==> config.mk <==
export PLATFORM = sky130hd
export DESIGN_NAME = sram_port_arbiter
export DESIGN_NICKNAME = d
export VERILOG_FILES = /design/src/rtl/sram_arb_pkg.sv /design/src/rtl/rr_arbiter2.sv /design/src/rtl/sram_port_arbiter.sv
export SDC_FILE = /design/constraint.sdc
export NUM_CORES = 1
export LEC_CHECK = 0
export ABC_AREA = 1
export CORE_MARGIN = 3
export CORE_UTILIZATION = 35
export DETAILED_ROUTE_END_ITERATION = 8
export GPL_TIMING_DRIVEN = 0
export HOLD_SLACK_MARGIN = 0.05
export PLACE_DENSITY = 0.7
export SYNTH_ARGS = -nofsm -noshare
export SYNTH_HDL_FRONTEND = slang
export SYNTH_SLANG_ARGS = --single-unit
==> constraint.sdc <==
create_clock -name clk -period 6.6 [get_ports clk]
set_input_delay 0.99 -clock clk [delete_from_list [all_inputs] [get_ports clk]]
set_output_delay 0.99 -clock clk [all_outputs]
set_load 0.02 [all_outputs]
==> src/rtl/sram_arb_pkg.sv <==
// Shared types and constants for the SRAM port arbiter: FSM states,
// requester port ids and tie-break mode values.
package sram_arb_pkg;

  typedef enum logic [1:0] {
    IDLE    = 2'd0,
    RD      = 2'd1,
    RD_WAIT = 2'd2,
    WR      = 2'd3
  } state_t;

  localparam logic PORT_IF = 1'b0;
  localparam logic PORT_DM = 1'b1;

  localparam int ARB_RR       = 0;
  localparam int ARB_FIXED_DM = 1;

endpackage

==> src/rtl/rr_arbiter2.sv <==
// Two-input combinational arbiter. Bit 0 is the fetch port and bit 1 is the data port.
// In fixed mode a tie always goes to the data port.
module rr_arbiter2
  import sram_arb_pkg::*;
(
  input  logic [1:0] req,
  input  logic       last_gnt,
  input  logic       mode,
  output logic [1:0] gnt_next
);

  always_comb begin
    gnt_next = 2'b00;
    case (req)
      2'b01: gnt_next = 2'b01;
      2'b10: gnt_next = 2'b10;
      2'b11: begin
        // On a round-robin tie, grant the port that did not win last time.
        if (mode || (last_gnt == PORT_IF)) gnt_next = 2'b10;
        else                               gnt_next = 2'b01;
      end
      default: gnt_next = 2'b00;
    endcase
  end

endmodule

==> src/rtl/sram_port_arbiter.sv <==
// Shares one single-port SRAM between instruction fetch and data load/store.
// A read costs 3 cycles and a write costs 2. All outputs are registered.
module sram_port_arbiter
  import sram_arb_pkg::*;
#(
  parameter int ADDR_W   = 16,
  parameter int DATA_W   = 16,
  parameter int ARB_MODE = ARB_RR
) (
  input  logic              clk,
  input  logic              reset,
  input  logic              if_req,
  input  logic [ADDR_W-1:0] if_addr,
  output logic              if_gnt,
  output logic              if_valid,
  output logic [DATA_W-1:0] if_rdata,
  input  logic              dm_req,
  input  logic              dm_we,
  input  logic [ADDR_W-1:0] dm_addr,
  input  logic [DATA_W-1:0] dm_wdata,
  output logic              dm_gnt,
  output logic              dm_valid,
  output logic [DATA_W-1:0] dm_rdata,
  output logic [ADDR_W-1:0] sram_addr,
  output logic [DATA_W-1:0] sram_q,
  output logic              sram_we_n,
  input  logic [DATA_W-1:0] sram_d
);

  localparam logic MODE_FIXED = (ARB_MODE == ARB_FIXED_DM);

  state_t     state, state_next;
  logic       last_gnt;
  logic       owner;
  logic [1:0] gnt_next;
  logic       take, take_dm, take_wr;

  rr_arbiter2 u_arb (
    .req      ({dm_req, if_req}),
    .last_gnt (last_gnt),
    .mode     (MODE_FIXED),
    .gnt_next (gnt_next)
  );

  // Requests only count in IDLE. Once a port is granted, its inputs are ignored until the next IDLE.
  always_comb begin
    take    = (state == IDLE) && (gnt_next != 2'b00);
    take_dm = take && gnt_next[1];
    take_wr = take_dm && dm_we;
  end

  always_comb begin
    state_next = state;
    case (state)
      IDLE: begin
        if (take_wr)   state_next = WR;
        else if (take) state_next = RD;
      end
      RD:      state_next = RD_WAIT;
      RD_WAIT: state_next = IDLE;
      WR:      state_next = IDLE;
      default: state_next = IDLE;
    endcase
  end

  always_ff @(posedge clk or posedge reset) begin
    if (reset) state <= IDLE;
    else       state <= state_next;
  end

  // sram_addr and sram_q are loaded only at a grant.
  // The write strobe is active for a single cycle, the WR cycle.
  always_ff @(posedge clk or posedge reset) begin
    if (reset) begin
      last_gnt  <= PORT_DM;
      owner     <= PORT_IF;
      if_gnt    <= 1'b0;
      dm_gnt    <= 1'b0;
      if_valid  <= 1'b0;
      dm_valid  <= 1'b0;
      if_rdata  <= '0;
      dm_rdata  <= '0;
      sram_addr <= '0;
      sram_q    <= '0;
      sram_we_n <= 1'b1;
    end else begin
      if_gnt    <= take && !gnt_next[1];
      dm_gnt    <= take_dm;
      sram_we_n <= !take_wr;
      if_valid  <= (state == RD_WAIT) && (owner == PORT_IF);
      dm_valid  <= (state == RD_WAIT) && (owner == PORT_DM);
      if (take) begin
        last_gnt  <= gnt_next[1];
        owner     <= gnt_next[1];
        sram_addr <= gnt_next[1] ? dm_addr : if_addr;
      end
      if (take_wr) sram_q <= dm_wdata;
      if (state == RD_WAIT) begin
        if (owner == PORT_IF) if_rdata <= sram_d;
        else                  dm_rdata <= sram_d;
      end
    end
  end

endmodule

* Yosys cells after proc, flatten, opt, wreduce, memory -nomap -nowiden *
Index checks and enable logic that the tools add are counted.

storage, ports and cells
  flip-flop bits (word level) = 73
  output and inout bits = 69

operators by class
  reduce and logical (&&, ||, !) cells = 13
  mux-type cells = 6
  bitwise logic cells = 1
  eq/ne operators = 7

operator list
  kind                number
  $mux 16             1
  $pmux 2 s3          2
  $eq 2x2->1 const B  4
  $logic_and 1x1->1   6
  $mux 2              3
  $eq 2x1->1 const B  2
  $reduce_and 2->1    2
  $ne 3x3->1 const B  1
  $logic_not 1->1     2
  $logic_not 2->1     1
  $reduce_bool 2->1   1
  $reduce_or 2->1     1
  $not 1->1           1

* Depth between registers and ports, before layout *
Gate-level depths: netlist of run 1.

  word-level depth = 8
  mapped depth = 7

* By module *
From an unflattened synthesis of run 1, not the netlist that was laid out.

second synthesis, totals
  cell total of the unflattened synthesis = 356
  area total of the unflattened synthesis = 3,045.4 µm²

by module, submodules not included
  module             area each (µm²)  instances  cells each
  sram_port_arbiter  2,990.4          1          342
  rr_arbiter2        55.1             1          14

* Least setup slack after synthesis of run 1 *
No wires, ideal clock.

  path kind = input port to flip-flop
  start point = in if_req
  end point = reg sram_addr[9]
  setup slack = 4,872 ps
  data arrival time = 1,611 ps
  path buffers = 1
  stages on the path = 7
  cell sequence = nand2_2 > nand2_4 > buf_4 > nand2_1 > nand2_1 > nand2_1 > nand2_1

between the ends
  longest elaborated chain between the ends = 4
  elaborated cells between the ends (all ways) = 7

RTL lines
  what                                             RTL line                 source
  start: declaration                               sram_port_arbiter.sv:12  input logic if_req,
  $eq 2x2->1 / $eq 2x1->1 (equally long branches)  rr_arbiter2.sv:14        case (req)
  $pmux 2 s3 *                                     rr_arbiter2.sv:14
  $reduce_bool 2->1                                sram_port_arbiter.sv:47  take = (state == IDLE) && (gnt_next != 2'b00);
  $logic_and 1x1->1                                sram_port_arbiter.sv:47
  end signal: assignment                           sram_port_arbiter.sv:95  sram_addr <= gnt_next[1] ? dm_addr : if_addr;
  end: declaration                                 sram_port_arbiter.sv:24  output logic [ADDR_W-1:0] sram_addr,

Mark *: on every way between the ends. The rest lies on a longest branch, timed or not.
A chain may end at the register's enable or synchronous reset.

* Worst setup path after layout of run 1 *
  start point = reg sram_we_n
  end point = out sram_we_n

RTL lines
  what                      RTL line                 source
  start: declaration        sram_port_arbiter.sv:26  output logic sram_we_n,
  start signal: assignment  sram_port_arbiter.sv:89  sram_we_n <= !take_wr;

No word-level cell between the ends.

==> flow_metrics.tcl, run 1 <==
set metrics [dict create \
    seq_area_sq_um 1830 \
    hold_path_class "reg -> reg" \
    slowest_delay_ns 0.61 \
    finalHoldViolCount 0 \
    clock_latency_ns 0.34 \
    fin_crit_ns 2.46 \
    drtIter0Drc 70 \
    max-vdd-ir-drop_uv 234 \
    fin_area_sq_um 4700 \
    fin_skew_ns 0.0129 \
    wl_met2_mm 3.86 \
    cts_hold_buf 0 \
    syn_nets 405 \
    status "completed" \
    tightest_slew_ns 0.480 \
    grt_antenna_before_repair 0 \
    grt_pass1_vias 2813 \
    start_util 0.362 \
    die_h_um 98.4 \
    routed_wl_mm 8.07 \
    port_buffers 136 \
    post-route-drc-count 0 \
    crit_path_top_delay_cell "clkdlybuf4s50_1" \
    wire_per_inst_um 13.6 \
    power_w 0.00222 \
    fmaxAchievable_mhz 407 \
    cts.path.max_buffers 2 \
    cts_inserted_buffers 9 \
    place.gp.congestion 0.804 \
    grt_max_degree 61 \
    syn-cell-area_sq_um 2990 \
    grt_pass1_wl_mm 13.7 \
    drive_gt1_frac 0.0757 \
    slew_violations 0 \
    diodes 0 \
    fillerInstances 752 \
    clock_sinks 73 \
    fin_util 0.570 \
    via_count 2698 \
    required_ns 5.61 \
    p_per_area_nw_per_um2 472 \
    critPathMaxFanout 1 \
    yosysWarningCount 0 \
    placementRows 33 \
    highest_layer "met4" \
    ios 138 \
    postCtsSetupBuffers 0 \
    dp.cells 578 \
    clkTransAtPathRegs_ns 0.08 \
    endpoint_kind "output pin" \
    die_w_um 98.4 \
    cts_resized 0 \
    die-area_sq_um 9690 \
    crit_path_start_kind "flip-flop" \
    dr_wl_met3_um 450 \
    rsz0062_at_grt "false" \
    grt_overflow 0 \
    cts-root-buf "clkbuf_8" \
    placed_cell_area_sq_um 4510 \
    criticalPathCategory "reg -> out" \
    multi_input_area_sq_um 976 \
    coreArea_sq_um 8260 \
    drtAntennaViolNets 0 \
    fin_crit_sh 0.373 \
    critical_path.top_delay_family "buffers and inverters" \
    seq_area_frac_synth 0.612 \
    drt-pass1-iter-count 4 \
    avgSynthCellArea_sq_um 8.90 \
    path_buf_inv 1 \
    tritoncts "built" \
    slew_headroom 0.680 \
    cap_violations 0 \
    ys_seq_elements 73 \
    syn_to_final_growth_pct 57.4 \
    dp_hpwl_mm 6.02 \
    ys_types 20 \
    nNetsFinal 553 \
    wl_met1_mm 3.58 \
    stdcell_count 594 \
    viasPerCell 4.54 \
    p_leak_nw 2.30 \
    cts_htree_levels 3 \
    setup_tns_ns 0 \
    grtUsageTotal 0.174 \
    finalSetupViolations 0 \
    crit_chain "clkdlybuf4s50_1" \
    critPathArrivalTime_ns 1.47 \
    synthCells 336 \
]
==> layer usage <==
metal  global-route usage  up-vias
met3               0.0439       15
met5                    0        -
li1                     -     1347
met1                0.232     1256
met2                0.275       80
met4               0.0683        0
==> cell type report <==
type | count | area share
Multi-Input combinational cell | 223 | 0.207
Tap cell | 105 | 0.0279
Clock inverter | 7 | 0.0146
Clock buffer | 9 | 0.0263
Sequential cell | 73 | 0.389
Buffer | 17 | 0.0207
Timing Repair Buffer | 137 | 0.295
Inverter | 23 | 0.0189
==> state kept, by name, summed over array words and instances, names as in the netlist <==
register   cells
dm_gnt         1
dm_rdata      16
dm_valid       1
if_gnt         1
if_rdata      16
if_valid       1
last_gnt       1
owner          1
sram_addr     16
sram_q        16
sram_we_n      1
state          2
==> worst min-delay path, delay by kind of cell (launching register included) <==
| family | cells | cell delay [ns] |
|---|---|---|
| flops | 1 | 0.38 |
| simple gates | 2 | 0.10 |
==> cells in the final DEF (no fill, tap or decap), drive strengths merged <==
cell / synthesis / final
a21oi: 1 / 1
buf: 10 / 11
bufinv: 0 / 1
clkbuf: 7 / 16
clkdlybuf4s50: 0 / 136
clkinv: 1 / 4
clkinvlp: 0 / 2
dfrtp: 71 / 71
dfstp: 2 / 2
inv: 22 / 23
nand2: 151 / 151
nand3: 33 / 33
nand3b: 1 / 1
nand4: 1 / 1
nor2: 2 / 2
o21ai: 34 / 34
==> cells by family after synthesis <==
logic type | synth area share
compound gates | 0.0599
simple gates | 0.267
buf+inv | 0.0615
flops | 0.612
==> stage by stage <==
step           hold WS (ns)  worst slack, ns
5_1_grt               0.493             4.09
3_5_place_dp          0.460             4.17
2_1_floorplan         0.448             3.76
3_3_place_gp          0.460             2.49
6_report              0.468             4.14
4_1_cts               0.472             4.11
==> cells in the mapped netlist <==
library cell	instances	area (sq um)
dfrtp_1	71	1780
nand4_4	1	21.3
clkbuf_1	6	22.5
nand3b_1	1	7.51
nand2_1	149	559
clkbuf_2	1	5.00
nand2_2	1	6.26
o21ai_0	33	165
a21oi_1	1	5.00
buf_6	2	22.5
o21ai_2	1	8.76
nand3_1	33	165
dfstp_2	2	52.6
nor2_2	1	6.26
nor2_8	1	20.0
buf_2	5	25.0
inv_1	22	82.6
clkinv_1	1	3.75
buf_4	3	22.5
nand2_4	1	11.3
==> power breakdown <==
part / switching, W / leakage, nW / internal [W]
Combinational: 0.000603 / 1.31 / 0.000504
Clock: 0.000166 / 0.0954 / 0.000174
Sequential: 0.000114 / 0.902 / 0.000662
Total: 0.000883 / 2.30 / 0.00134
==> path summary, 6_finish.rpt <==
check | to | cells after the start | slack [ns] | from
min in group asynchronous | sram_addr[5] | 2 | 0.93 | reset
hold / removal | last_gnt | 2 | 0.47 | last_gnt
hold reg to reg | last_gnt | 2 | 0.47 | last_gnt
setup / recovery | sram_we_n | 1 | 4.14 | sram_we_n
max in group asynchronous | last_gnt | 3 | 5.08 | reset
setup reg to reg | sram_addr[6] | 7 | 5.21 | last_gnt
Note: power is estimated with default switching activity, not from simulation.
==> run 2: changes to the inputs <==
Settings changed: PLACE_DENSITY 0.7 to 0.72.
Clock period 6.6 ns to 2 ns, I/O delays scaled along.
==> flow_metrics.tcl, run 2 (synthesized netlist as in run 1, its figures left out) <==
set metrics [dict create \
    status "completed" \
    wire_per_inst_um 13.6 \
    coreArea_sq_um 8260 \
    critPathMaxFanout 1 \
    fin_util 0.576 \
    dp_hpwl_mm 6.02 \
    placementRows 33 \
    rsz0062_at_grt "false" \
    drive_gt1_frac 0.0757 \
    port_buffers 136 \
    grt_pass1_wl_mm 13.7 \
    cts_hold_buf 0 \
    grt_pass1_vias 2701 \
    ff2ff_setup_slack_ns 0.59 \
    setup_tns_ns 0 \
    grt_max_degree 41 \
    slowest_delay_ns 0.61 \
    stdcell_count 594 \
    hold_path_class "in -> reg" \
    criticalPathCategory "reg -> out" \
    cap_violations 0 \
    syn_to_final_growth_pct 59.1 \
    clock_sinks 73 \
    layout_commonest_cell "nand2_1" \
    hp-start "dm_we" \
    clock_latency_ns 0.34 \
    critPathArrivalTime_ns 1.46 \
    tritoncts "built" \
    reg2regPathDepth 4 \
    fin_crit_sh 0.882 \
    finalHoldViolCount 0 \
    critical_path.top_delay_family "buffers and inverters" \
    start_util 0.362 \
    postCtsSetupBuffers 0 \
    die_w_um 98.4 \
    cts_htree_levels 3 \
    die_h_um 98.4 \
    ios 138 \
    crit_path_start_kind "flip-flop" \
    crit_path_top_delay_cell "clkdlybuf4s50_1" \
    drtAntennaViolNets 0 \
    drt-pass1-iter-count 4 \
    fin_area_sq_um 4760 \
    fmaxAchievable_mhz 567 \
    hold-path-endpoint "sram_q[13]" \
    drtIter0Drc 76 \
    endpoint_kind "output pin" \
    min_path_cells 3 \
    dp.cells 578 \
    max-vdd-ir-drop_uv 985 \
    grt_overflow 0 \
    via_count 2715 \
    reg2reg_from "last_gnt" \
    fin_crit_ns 1.76 \
    required_ns 1.70 \
    p_per_area_nw_per_um2 1610 \
    p_leak_nw 2.32 \
    cts-root-buf "clkbuf_8" \
    grtUsageTotal 0.174 \
    die-area_sq_um 9690 \
    worst_r2r_endpoint "state[1]" \
    diodes 0 \
    viasPerCell 4.57 \
    final_cell_mix "nand2_1, clkdlybuf4s50_1, dfrtp_1" \
    finalSetupViolations 0 \
    slew_headroom 0.424 \
    placed_cell_area_sq_um 4510 \
    path_buf_inv 1 \
    fin_skew_ns 0.0124 \
    cts_inserted_buffers 9 \
    cts_resized 0 \
    nNetsFinal 553 \
    critical_path_depth 1 \
    crit_chain "clkdlybuf4s50_1" \
    grt_antenna_before_repair 0 \
    place.gp.congestion 0.856 \
    post-route-drc-count 0 \
    cts.path.max_buffers 2 \
    routed_wl_mm 8.07 \
    clkTransAtPathRegs_ns 0.08 \
    tightest_slew_ns 0.862 \
    slew_violations 0 \
]
-- run 2: cell types whose count changed in the layout (fill, tap and decap cells not counted), sizes merged --
cell,change
clkinv,-2
bufinv,+2
-- run 2: cell type report --
cell class	count	area (sq um)
plain buffers	17	97.6
clock buffers	9	124
clock inverters	7	126
fillers	737	3500
inverters	23	90.1
multi-input cells	223	976
flip-flops and latches	73	1830
well taps	105	131
repair buffers	137	1380
-- run 2: per-stage QoR --
step / hold slack [ns] / total power (W) / worst slack, ns
5_1_grt: 0.312 / 0.00815 / 0.187
3_5_place_dp: 0.462 / 0.00629 / 0.249
2_1_floorplan: 0.438 / 0.00443 / 0.798
3_3_place_gp: 0.462 / 0.00621 / 0.0254
6_report: 0.319 / 0.00764 / 0.236
4_1_cts: 0.296 / 0.00774 / 0.212
-- run 2: routing by layer --
| metal | GRT usage | vias to the layer above | share of wire |
|---|---|---|---|
| met5 | 0 | - | 0 |
| met4 | 0.0683 | 0 | 0.020 |
| met3 | 0.0340 | 14 | 0.057 |
| met2 | 0.280 | 94 | 0.48 |
| met1 | 0.232 | 1258 | 0.44 |
| li1 | - | 1349 | - |
-- run 2: tightest hold or removal path, cell delays in order --
cell and delay [ns]:
clkbuf_2 0.16, nand3_1 0.11, nand2_1 0.05
-- run 2: power breakdown --
part           switching, W  internal [W]
clock              0.000579      0.000844
combinational       0.00200       0.00166
sequential         0.000370       0.00218
total               0.00295       0.00469
-- run 2: worst max path at each step --
stage                            to  startpoint
after CTS                 sram_we_n   sram_we_n
after global placement    sram_q[0]       reset
after detailed placement  sram_q[5]      if_req
after global routing      sram_we_n   sram_we_n
final                     sram_we_n   sram_we_n
after floorplan            state[1]    last_gnt
